File: src/rtl/pwm_capture_pkg.sv
// Shared definitions for the PWM capture block: register offsets, CTRL/STATUS bit
// positions and the measurement FSM encoding.
package pwm_capture_pkg;

  localparam logic [2:0] RegCtrl    = 3'd0;
  localparam logic [2:0] RegPeriod  = 3'd1;
  localparam logic [2:0] RegHigh    = 3'd2;
  localparam logic [2:0] RegStatus  = 3'd3;
  localparam logic [2:0] RegTimeout = 3'd4;
  localparam logic [2:0] RegCount   = 3'd5;

  localparam int unsigned CtrlEnable    = 0;
  localparam int unsigned CtrlValidIe   = 1;
  localparam int unsigned CtrlTimeoutIe = 2;
  localparam int unsigned CtrlOverrunIe = 3;

  localparam int unsigned StatValid   = 0;
  localparam int unsigned StatTimeout = 1;
  localparam int unsigned StatOverrun = 2;
  localparam int unsigned StatLevel   = 3;

  typedef enum logic [1:0] {
    StIdle,
    StArm,
    StHigh,
    StLow
  } capState_e;

endpackage

File: src/rtl/pwm_capture_if.sv
// Register bus between a fabric master and the PWM capture block.
interface pwm_capture_if;
  logic        bus_write_en;
  logic        bus_read_en;
  logic [7:0]  bus_addr;
  logic [31:0] bus_write_data;
  logic [31:0] bus_read_data;

  modport master (
    output bus_write_en, bus_read_en, bus_addr, bus_write_data,
    input  bus_read_data
  );

  modport slave (
    input  bus_write_en, bus_read_en, bus_addr, bus_write_data,
    output bus_read_data
  );
endinterface

File: src/rtl/pwm_capture_edge_sync.sv
// Synchronizes the asynchronous PWM input and flags its rising and falling edges.
module pwm_edge_sync #(
  parameter int unsigned SYNC_STAGES = 2
) (
  input  logic pclk,
  input  logic nreset,
  input  logic pwm_in,
  output logic synced,
  output logic rise,
  output logic fall
);

  logic [SYNC_STAGES-1:0] syncQ;
  logic                   delayedQ;

  always_ff @(posedge pclk or negedge nreset) begin
    if (!nreset) begin
      syncQ    <= '0;
      delayedQ <= 1'b0;
    end else begin
      syncQ    <= {syncQ[SYNC_STAGES-2:0], pwm_in};
      delayedQ <= syncQ[SYNC_STAGES-1];
    end
  end

  assign synced = syncQ[SYNC_STAGES-1];
  assign rise   = synced & ~delayedQ;
  assign fall   = ~synced & delayedQ;

endmodule

File: src/rtl/pwm_capture.sv
// Measures period and high time of an asynchronous PWM input; results, read-clear status
// and a level interrupt are exposed through a small register file.
module pwm_capture
  import pwm_capture_pkg::*;
#(
  parameter logic [31:0] TIMEOUT_RST = 32'h000F_FFFF,
  parameter int unsigned SYNC_STAGES = 2
) (
  input  logic         pclk,
  input  logic         nreset,
  pwm_capture_if.slave bus,
  output logic         fabint,
  input  logic         pwm_in
);

  logic synced, rise, fall;

  pwm_edge_sync #(
    .SYNC_STAGES(SYNC_STAGES)
  ) u_edge_sync (
    .pclk  (pclk),
    .nreset(nreset),
    .pwm_in(pwm_in),
    .synced(synced),
    .rise  (rise),
    .fall  (fall)
  );

  capState_e   stateQ, stateD;
  logic [3:0]  ctrlQ, ctrlD;
  logic [31:0] timeoutQ, timeoutD;
  logic [31:0] periodQ, periodD;
  logic [31:0] highQ, highD;
  logic [31:0] countQ, countD;
  logic [31:0] cntQ, cntD;
  logic [31:0] hiShadowQ, hiShadowD;
  logic [31:0] rdataQ, rdataD;
  logic [31:0] readMux;
  logic [2:0]  statusQ, statusD;
  logic [2:0]  setBits;
  logic        clrPendQ, clrPendD;
  logic        fabintQ;

  logic [2:0] regSel;
  logic       wrEn, rdEn;
  logic       unusedAddr;

  assign regSel     = bus.bus_addr[4:2];
  assign wrEn       = bus.bus_write_en;
  // A simultaneous write wins; the read is dropped entirely, including its clear side effect.
  assign rdEn       = bus.bus_read_en & ~bus.bus_write_en;
  assign unusedAddr = ^{bus.bus_addr[7:5], bus.bus_addr[1:0]};

  always_comb begin
    stateD    = stateQ;
    cntD      = cntQ;
    hiShadowD = hiShadowQ;
    periodD   = periodQ;
    highD     = highQ;
    countD    = countQ;
    setBits   = '0;
    if (!ctrlQ[CtrlEnable]) begin
      stateD    = StIdle;
      cntD      = '0;
      hiShadowD = '0;
    end else begin
      case (stateQ)
        StIdle: stateD = StArm;
        StArm: begin
          if (rise) begin
            stateD = StHigh;
            cntD   = '0;
          end
        end
        StHigh: begin
          // The edge cycle itself is counted, so captured values are cnt+1.
          if (fall) begin
            stateD    = StLow;
            hiShadowD = cntQ + 32'd1;
            cntD      = cntQ + 32'd1;
          end else if (cntQ == timeoutQ) begin
            stateD               = StArm;
            setBits[StatTimeout] = 1'b1;
          end else begin
            cntD = cntQ + 32'd1;
          end
        end
        StLow: begin
          if (rise) begin
            stateD               = StHigh;
            periodD              = cntQ + 32'd1;
            highD                = hiShadowQ;
            cntD                 = '0;
            countD               = countQ + 32'd1;
            setBits[StatValid]   = 1'b1;
            setBits[StatOverrun] = statusQ[StatValid];
          end else if (cntQ == timeoutQ) begin
            stateD               = StArm;
            setBits[StatTimeout] = 1'b1;
          end else begin
            cntD = cntQ + 32'd1;
          end
        end
        default: stateD = StIdle;
      endcase
    end
  end

  always_comb begin
    readMux = '0;
    case (regSel)
      RegCtrl:    readMux = {28'd0, ctrlQ};
      RegPeriod:  readMux = periodQ;
      RegHigh:    readMux = highQ;
      RegStatus:  readMux = {28'd0, synced, statusQ};
      RegTimeout: readMux = timeoutQ;
      RegCount:   readMux = countQ;
      default:    readMux = '0;
    endcase
  end

  always_comb begin
    ctrlD    = ctrlQ;
    timeoutD = timeoutQ;
    rdataD   = rdataQ;
    if (wrEn) begin
      case (regSel)
        RegCtrl:    ctrlD    = bus.bus_write_data[3:0];
        RegTimeout: timeoutD = bus.bus_write_data;
        default:    ;
      endcase
    end
    if (rdEn) begin
      rdataD = readMux;
    end
    clrPendD = rdEn && (regSel == RegStatus);
    // New events land on top of a pending clear so none are lost.
    statusD  = (clrPendQ ? 3'b000 : statusQ) | setBits;
  end

  always_ff @(posedge pclk or negedge nreset) begin
    if (!nreset) begin
      stateQ    <= StIdle;
      ctrlQ     <= '0;
      timeoutQ  <= TIMEOUT_RST;
      periodQ   <= '0;
      highQ     <= '0;
      countQ    <= '0;
      cntQ      <= '0;
      hiShadowQ <= '0;
      rdataQ    <= '0;
      statusQ   <= '0;
      clrPendQ  <= 1'b0;
      fabintQ   <= 1'b0;
    end else begin
      stateQ    <= stateD;
      ctrlQ     <= ctrlD;
      timeoutQ  <= timeoutD;
      periodQ   <= periodD;
      highQ     <= highD;
      countQ    <= countD;
      cntQ      <= cntD;
      hiShadowQ <= hiShadowD;
      rdataQ    <= rdataD;
      statusQ   <= statusD;
      clrPendQ  <= clrPendD;
      fabintQ   <= |(statusQ & ctrlQ[CtrlOverrunIe:CtrlValidIe]);
    end
  end

  assign bus.bus_read_data = rdataQ;
  assign fabint            = fabintQ;

endmodule

File: src/flat_wrapper.sv
// flat-port wrapper written by rule: the top's interface ports become plain ports
module pwm_capture_flat import pwm_capture_pkg::*;
#(
  parameter logic [31:0] TIMEOUT_RST = 32'h000F_FFFF,
  parameter int unsigned SYNC_STAGES = 2
)
  (pclk, nreset, fabint, pwm_in, bus_bus_write_en, bus_bus_read_en, bus_bus_addr, bus_bus_write_data, bus_bus_read_data);
  pwm_capture_if bus_i ();
  input  logic pclk;
  input  logic nreset;
  output logic fabint;
  input  logic pwm_in;
  input wire logic [$bits(bus_i.bus_write_en)-1:0] bus_bus_write_en;
  input wire logic [$bits(bus_i.bus_read_en)-1:0] bus_bus_read_en;
  input wire logic [$bits(bus_i.bus_addr)-1:0] bus_bus_addr;
  input wire logic [$bits(bus_i.bus_write_data)-1:0] bus_bus_write_data;
  output wire logic [$bits(bus_i.bus_read_data)-1:0] bus_bus_read_data;
  assign bus_i.bus_write_en = bus_bus_write_en;
  assign bus_i.bus_read_en = bus_bus_read_en;
  assign bus_i.bus_addr = bus_bus_addr;
  assign bus_i.bus_write_data = bus_bus_write_data;
  assign bus_bus_read_data = bus_i.bus_read_data;
  pwm_capture #(.TIMEOUT_RST(TIMEOUT_RST), .SYNC_STAGES(SYNC_STAGES)) u_core (.pclk(pclk), .nreset(nreset), .bus(bus_i), .fabint(fabint), .pwm_in(pwm_in));
endmodule
File: config.mk
export PLATFORM = sky130hd
export DESIGN_NAME = pwm_capture_flat
export DESIGN_NICKNAME = d
export VERILOG_FILES = /design/src/rtl/pwm_capture_pkg.sv /design/src/rtl/pwm_capture_if.sv /design/src/rtl/pwm_capture_edge_sync.sv /design/src/rtl/pwm_capture.sv /design/src/flat_wrapper.sv
export SDC_FILE = /design/constraint.sdc
export NUM_CORES = 1
export LEC_CHECK = 0
export CAP_MARGIN = 40
export CORE_MARGIN = 4
export CORE_UTILIZATION = 53
export CTS_CLUSTER_SIZE = 24
export DETAILED_ROUTE_END_ITERATION = 16
export PLACE_DENSITY = 0.81
export SLEW_MARGIN = 25
export SYNTH_ARGS = -nofsm -noshare
export SYNTH_HDL_FRONTEND = slang
export SYNTH_SLANG_ARGS = --single-unit
File: constraint.sdc
create_clock -name pclk -period 2.23 [get_ports pclk]
set_input_delay 0.669 -clock pclk [delete_from_list [all_inputs] [get_ports pclk]]
set_output_delay 0.669 -clock pclk [all_outputs]
set_load 0.01 [all_outputs]
==> results of run 1 <==
worst max-delay path, stage by stage, from the launching register on:
cell,delay (ps)
dfstp_2,550
xor2_1,160
nor4_4,360
nand4_2,220
o311ai_4,360
buf_12,180
buf_12,120
nor3b_1,60
a211o_1,270
per-layer routing:
metal	vias to the layer above	track usage	share of wire
li1	3796	-	-
met1	4349	0.342	0.40
met2	434	0.428	0.49
met3	109	0.0438	0.077
met4	0	0.0963	0.040
met5	-	0	0
kinds of logic (layout without fill, tap and decap cells):
group / Yosys count / count (layout) / share of synthesized area
adder cells (fa/ha/maj): 2 / 2 / 0.00228
buffers and inverters: 84 / 282 / 0.0374
AO/OA/AOI/OAI: 207 / 207 / 0.145
flip-flops: 238 / 238 / 0.544
XOR/XNOR: 93 / 93 / 0.0741
AND/OR/NAND/NOR: 259 / 259 / 0.113
multiplexers: 80 / 80 / 0.0843
final timing paths:
check                                       startpoint                           to  slack, ps  cells past startpoint
setup / recovery                    u_core.timeoutQ[5]              u_core.cntQ[10]       -170                      8
min in group pclk          u_core.u_edge_sync.syncQ[0]  u_core.u_edge_sync.syncQ[1]        350                      0
hold / removal                                  nreset             u_core.highQ[24]        100                      1
max in group asynchronous                       nreset          u_core.timeoutQ[14]       1390                      2
hold reg to reg            u_core.u_edge_sync.syncQ[0]  u_core.u_edge_sync.syncQ[1]        350                      0
setup reg to reg                    u_core.timeoutQ[5]              u_core.cntQ[10]       -170                      8
registers in the layout (all words and copies together) (netlist names):
| name | flops |
|---|---|
| u_core.bus.bus_read_data | 32 |
| u_core.clrPendQ | 1 |
| u_core.cntQ | 32 |
| u_core.countQ | 32 |
| u_core.ctrlQ | 4 |
| u_core.fabint | 1 |
| u_core.hiShadowQ | 32 |
| u_core.highQ | 32 |
| u_core.periodQ | 32 |
| u_core.stateQ | 2 |
| u_core.statusQ | 3 |
| u_core.timeoutQ | 32 |
| u_core.u_edge_sync.delayedQ | 1 |
| u_core.u_edge_sync.syncQ | 2 |
synthesized netlist by cell type (all sizes together) (27+ instances only):
library cell / n / area (um2)
buf: 27 / 196
xor2: 62 / 543
clkbuf: 39 / 148
a221oi: 28 / 245
mux2: 71 / 800
dfrtp: 218 / 5460
nor2: 88 / 330
xnor2: 31 / 272
a21oi: 42 / 210
o21ai: 45 / 225
a22o: 30 / 263
nand2: 71 / 267
power by group through the flow:
| stage | sequential, mW | clock, mW | combinational (mW) |
|---|---|---|---|
| floorplan | 5.33 | 0 | 0.932 |
| global placement | 5.42 | 0 | 1.74 |
| detailed placement | 5.44 | 0 | 1.80 |
| CTS | 5.38 | 4.47 | 1.91 |
| global route | 5.45 | 4.69 | 2.15 |
| finish | 5.41 | 4.44 | 1.99 |
metrics by stage:
step | std cells | TNS, ps
finish | 1431 | -3580
global route | 1431 | -3980
CTS | 1423 | -820
detailed placement | 1372 | -20070
global placement | 1372 | -16890
floorplan | 963 | 0
timing repair:
item,4_1_cts,5_1_grt
pin swaps,4,12
gates cloned,2,2
buffers inserted,4,6
setup endpoints to repair,32,48
resized for setup,10,27
final cells by class:
cell class / count / share of cell area
Inverter: 18 / 0.00477
Tap cell: 270 / 0.0239
Timing Repair Buffer: 219 / 0.149
Sequential cell: 238 / 0.423
Clock inverter: 8 / 0.0101
Multi-Input combinational cell: 641 / 0.337
Clock buffer: 37 / 0.0523
==> out/metrics.yaml, run 1 <==
relSlewSlack: 0.532
root_buffer: "clkbuf_16"
cp.required_ps: 2630
multi_input_area_um2: 4770
max_freq_mhz: 417
drt-initial-drc-count: 928
crit_type: "reg -> reg"
min_period_ps: 2400
drv_slew: 0
drive_gt1_frac: 0.289
crit_fanout: 5
register_area_um2: 5980
syn_area_um2: 11000
antenna_found_initial: 0
drtAntennaViolNets: 0
grt_usage: 0.258
pwr_density_cell_nw_per_um2: 837
grt_first_pass_wirelength_um: 48500
cp.arrival_ps: 2800
vias: 8688
fillers: 1314
holdBufCountCts: 0
start_util: 0.542
area_growth_pct: 28.7
ys_seq_elements: 238
grt_start_max_net_pins: 101
rows: 52
cts_tree: "built"
dr.pass1.iters: 6
cp-end-kind: "flop"
drc: 0
viasPerCell: 6.07
h-tree-depth: 1
combPwrFrac: 0.168
yosysWarningCount: 0
dieArea_um2: 23100
final_cell_area_um2: 14200
setup_viol: 31
outcome: "finished, violations left"
gp_congestion: 0.872
wl_per_cell_um: 21.6
die_h_um: 152
clk_pin_slew_worst_paths_ps: 60
setup_slack_ps: -169
synth_edf_count: 0
clkPwrFrac: 0.375
p_seq_frac: 0.457
clockBufferDepth: 3
dp_slack_ps: -396
synthFlopType: "dfrtp_1"
grt_pass1_vias: 8979
seq_area_frac_synth: 0.544
avgSynthCellArea_um2: 11.4
tightest_slew_ps: 702
switching_share: 0.268
grt_overflow: 0
placed_cell_area_um2: 12900
core_area_um2: 20300
rsz0062_at_grt: "yes"
holdWs_ps: 101
violations: "setup timing"
die_w_um: 152
p_sw_mw: 3.17
p_leak_nw: 6.28
finalCritPeriodShare: 1.08
power_mw: 11.8
drv_cap: 0
io_buffers: 72
num_io_pins: 78
synth_cells: 963
ir_drop_mv: 0.492
cts_buffers: 25
synth_cell_types: 56
nets: 1190
hpwl_um: 20100
clkSinkCount: 238
hold_viol: 0
synth.net_count: 1010
antenna_cells: 0
internal-power_mw: 8.67
final_cell_mix: "dfrtp_1 (216), buf_4 (123), nor2_1 (86)"
clock-skew-final_ps: 13.5
startpoint_type: "flop"
final_common_cell: "dfrtp_1"
async_flop_share: 1.00
fin_util: 0.697
drt_wl_total_um: 31000
clk_latency_ps: 520
hold_path.class: "in -> async"
Note: power is estimated with default switching activity, not from simulation.
==> run 2, diff against run 1 <==
--- a/config.mk
+++ b/config.mk
@@ -5,7 +5,7 @@
 export SDC_FILE = /design/constraint.sdc
 export NUM_CORES = 1
 export LEC_CHECK = 0
-export CAP_MARGIN = 40
+export CAP_MARGIN = 20
 export CORE_MARGIN = 4
 export CORE_UTILIZATION = 53
 export CTS_CLUSTER_SIZE = 24
==> results of run 2 <==
Same layout as run 1: the final DEF is identical, and so are final timing and power.
==> run 3, diff against run 2 <==
--- a/config.mk
+++ b/config.mk
@@ -5,11 +5,11 @@
 export SDC_FILE = /design/constraint.sdc
 export NUM_CORES = 1
 export LEC_CHECK = 0
-export CAP_MARGIN = 20
 export CORE_MARGIN = 4
 export CORE_UTILIZATION = 53
 export CTS_CLUSTER_SIZE = 24
 export DETAILED_ROUTE_END_ITERATION = 16
+export MAX_ROUTING_LAYER = met4
 export PLACE_DENSITY = 0.81
 export SLEW_MARGIN = 25
 export SYNTH_ARGS = -nofsm -noshare
==> out/metrics.yaml, run 3 (synthesis gave the netlist of run 1 again) <==
cp.required_ps: 2650  # +20 ps
io_buffers: 72  # unchanged
grt_pass1_vias: 8962  # -0.19%
hold_path.class: "in -> async"
antenna_found_initial: 0  # unchanged
placed_cell_area_um2: 12900  # unchanged
vias: 8923  # +2.7%
start_util: 0.542  # unchanged
hpwl_um: 20100  # unchanged
p_leak_nw: 6.29  # +0.16%
rsz0062_at_grt: "yes"
outcome: "finished, violations left"
cp-end-kind: "flop"
slowest_delay_ps: 550  # about the same
crit_fanout: 8  # +3
fin_cells: 1432  # +0.070%
ir_drop_mv: 0.477  # -3.1%
fin_util: 0.700  # +0.00253
clk_pin_slew_worst_paths_ps: 70  # about the same
num_io_pins: 78  # unchanged
grt_first_pass_wirelength_um: 48500  # about the same
drc: 0  # unchanged
internal-power_mw: 8.70  # +0.28%
core_area_um2: 20300  # unchanged
violations: "setup timing"
cp.arrival_ps: 2930  # +130 ps
setup_slack_ps: -271  # -102 ps
grt_start_max_net_pins: 101  # unchanged
nets: 1191  # +0.084%
tightest_slew_ps: 738  # +36.2 ps
viasPerCell: 6.23  # +2.6%
finalCritPeriodShare: 1.12  # +0.0456
grt_overflow: 0  # unchanged
dr.pass1.iters: 5  # -1
antenna_cells: 0  # unchanged
drt-initial-drc-count: 1057  # +14%
clk_latency_ps: 520  # about the same
clkSinkCount: 238  # unchanged
die_w_um: 152  # unchanged
crit_chain: "xor2_1 > nor4_4 > nand4_2 > buf_6 > o31ai_4 > buf_6 > o21ai_0 > a21oi_1"
p_sw_mw: 3.23  # +2.0%
hold_viol: 0  # unchanged
drv_cap: 0  # unchanged
area_growth_pct: 29.2
grt_usage: 0.265  # +0.00759
setup_tns_ps: -7360  # -3770 ps
max_freq_mhz: 400  # -4.1%
clock-skew-final_ps: 13.5  # -0.0572 ps
power_mw: 11.9  # +0.73%
drt_wl_total_um: 32400  # +4.6%
cts_tree: "built"
drtAntennaViolNets: 0  # unchanged
dieArea_um2: 23100  # unchanged
fillers: 1300  # -1.1%
rows: 52  # unchanged
clkPwrFrac: 0.373  # -0.002
combPwrFrac: 0.172  # +0.004
cts_buffers: 25  # unchanged
min_period_ps: 2500  # +102 ps
final_cell_mix: "dfrtp_1 (217), buf_4 (123), nor2_1 (85)"
die_h_um: 152  # unchanged
root_buffer: "clkbuf_16"
crit_type: "reg -> reg"
switching_share: 0.271  # +0.00325
drive_gt1_frac: 0.292  # +0.00233
p_seq_frac: 0.455  # -0.002
cpMaxStageDelayCell: "dfstp_2"
h-tree-depth: 1  # unchanged
pwr_density_cell_nw_per_um2: 840  # +0.37%
drv_slew: 0  # unchanged
worst_path_most_repeated_cell: "buf_6"
gp_congestion: 0.887  # +1.6%
startpoint_type: "flop"
final_cell_area_um2: 14200  # +0.36%
final_common_cell: "dfrtp_1"
dp_cells: 1372  # unchanged
setup_viol: 39  # +26%
relSlewSlack: 0.507  # -0.0241
clockBufferDepth: 3  # unchanged
wl_per_cell_um: 22.6  # +4.6%
-- run 3: cell types whose count changed in the layout (fill, tap and decap cells not counted), sizes merged --
cell  delta
buf      +1
-- run 3: path summary, 6_finish.rpt --
path	startpoint	end	slack, ps	cells past startpoint
max	u_core.timeoutQ[4]	u_core.cntQ[18]	-270	8
min	nreset	u_core.highQ[24]	100	1
max reg2reg	u_core.timeoutQ[4]	u_core.cntQ[18]	-270	8
min reg2reg	u_core.u_edge_sync.syncQ[0]	u_core.u_edge_sync.syncQ[1]	350	0
max in group asynchronous	nreset	u_core.timeoutQ[14]	1380	2
min in group pclk	u_core.u_edge_sync.syncQ[0]	u_core.u_edge_sync.syncQ[1]	350	0
-- run 3: per-stage QoR --
stage	hold WS, ps	worst slack, ps
after floorplan	331	4.53
after global placement	334	-328
after detailed placement	343	-396
after CTS	116	-71.4
after global routing	127	-252
final	101	-271
-- run 3: routing by layer --
metal / GRT usage / routed length (um) / vias up
li1: - / - / 3801
met1: 0.342 / 12500 / 4437
met2: 0.428 / 15700 / 528
met3: 0.0407 / 2660 / 157
met4: 0.101 / 1590 / 0
met5: - / 0 / -
-- run 3: timing repair --
action	4_1_cts	5_1_grt
setup buffers	4	7
cloned	2	2
endpoints found under the setup margin	32	48
hold buffers	0	0
pin swaps	4	11
resized for setup	10	32
-- run 3: worst max-delay path, delay by kind of cell (launching register included) --
family | cells | cell delay (ps)
compound gates | 3 | 660
simple gates | 2 | 610
flops | 1 | 550
buf+inv | 2 | 380
xor+xnor | 1 | 200
-- run 3: power by group through the flow --
| stage | combinational (mW) | sequential (mW) | clock (mW) |
|---|---|---|---|
| 2_1_floorplan | 0.932 | 5.33 | 0 |
| 3_3_place_gp | 1.74 | 5.42 | 0 |
| 3_5_place_dp | 1.80 | 5.44 | 0 |
| 4_1_cts | 1.91 | 5.38 | 4.47 |
| 5_1_grt | 2.21 | 5.46 | 4.69 |
| 6_report | 2.06 | 5.43 | 4.45 |
-- run 3: final cells by class --
class,count,area [um2],share of cell area
clock inverter,8,143,0.0100
clock buffer,37,741,0.0522
inverter,18,67.6,0.00476
sequential,238,5980,0.421
timing repair buffer,220,2120,0.149
tap,270,338,0.0238
multi-input combinational,641,4810,0.339
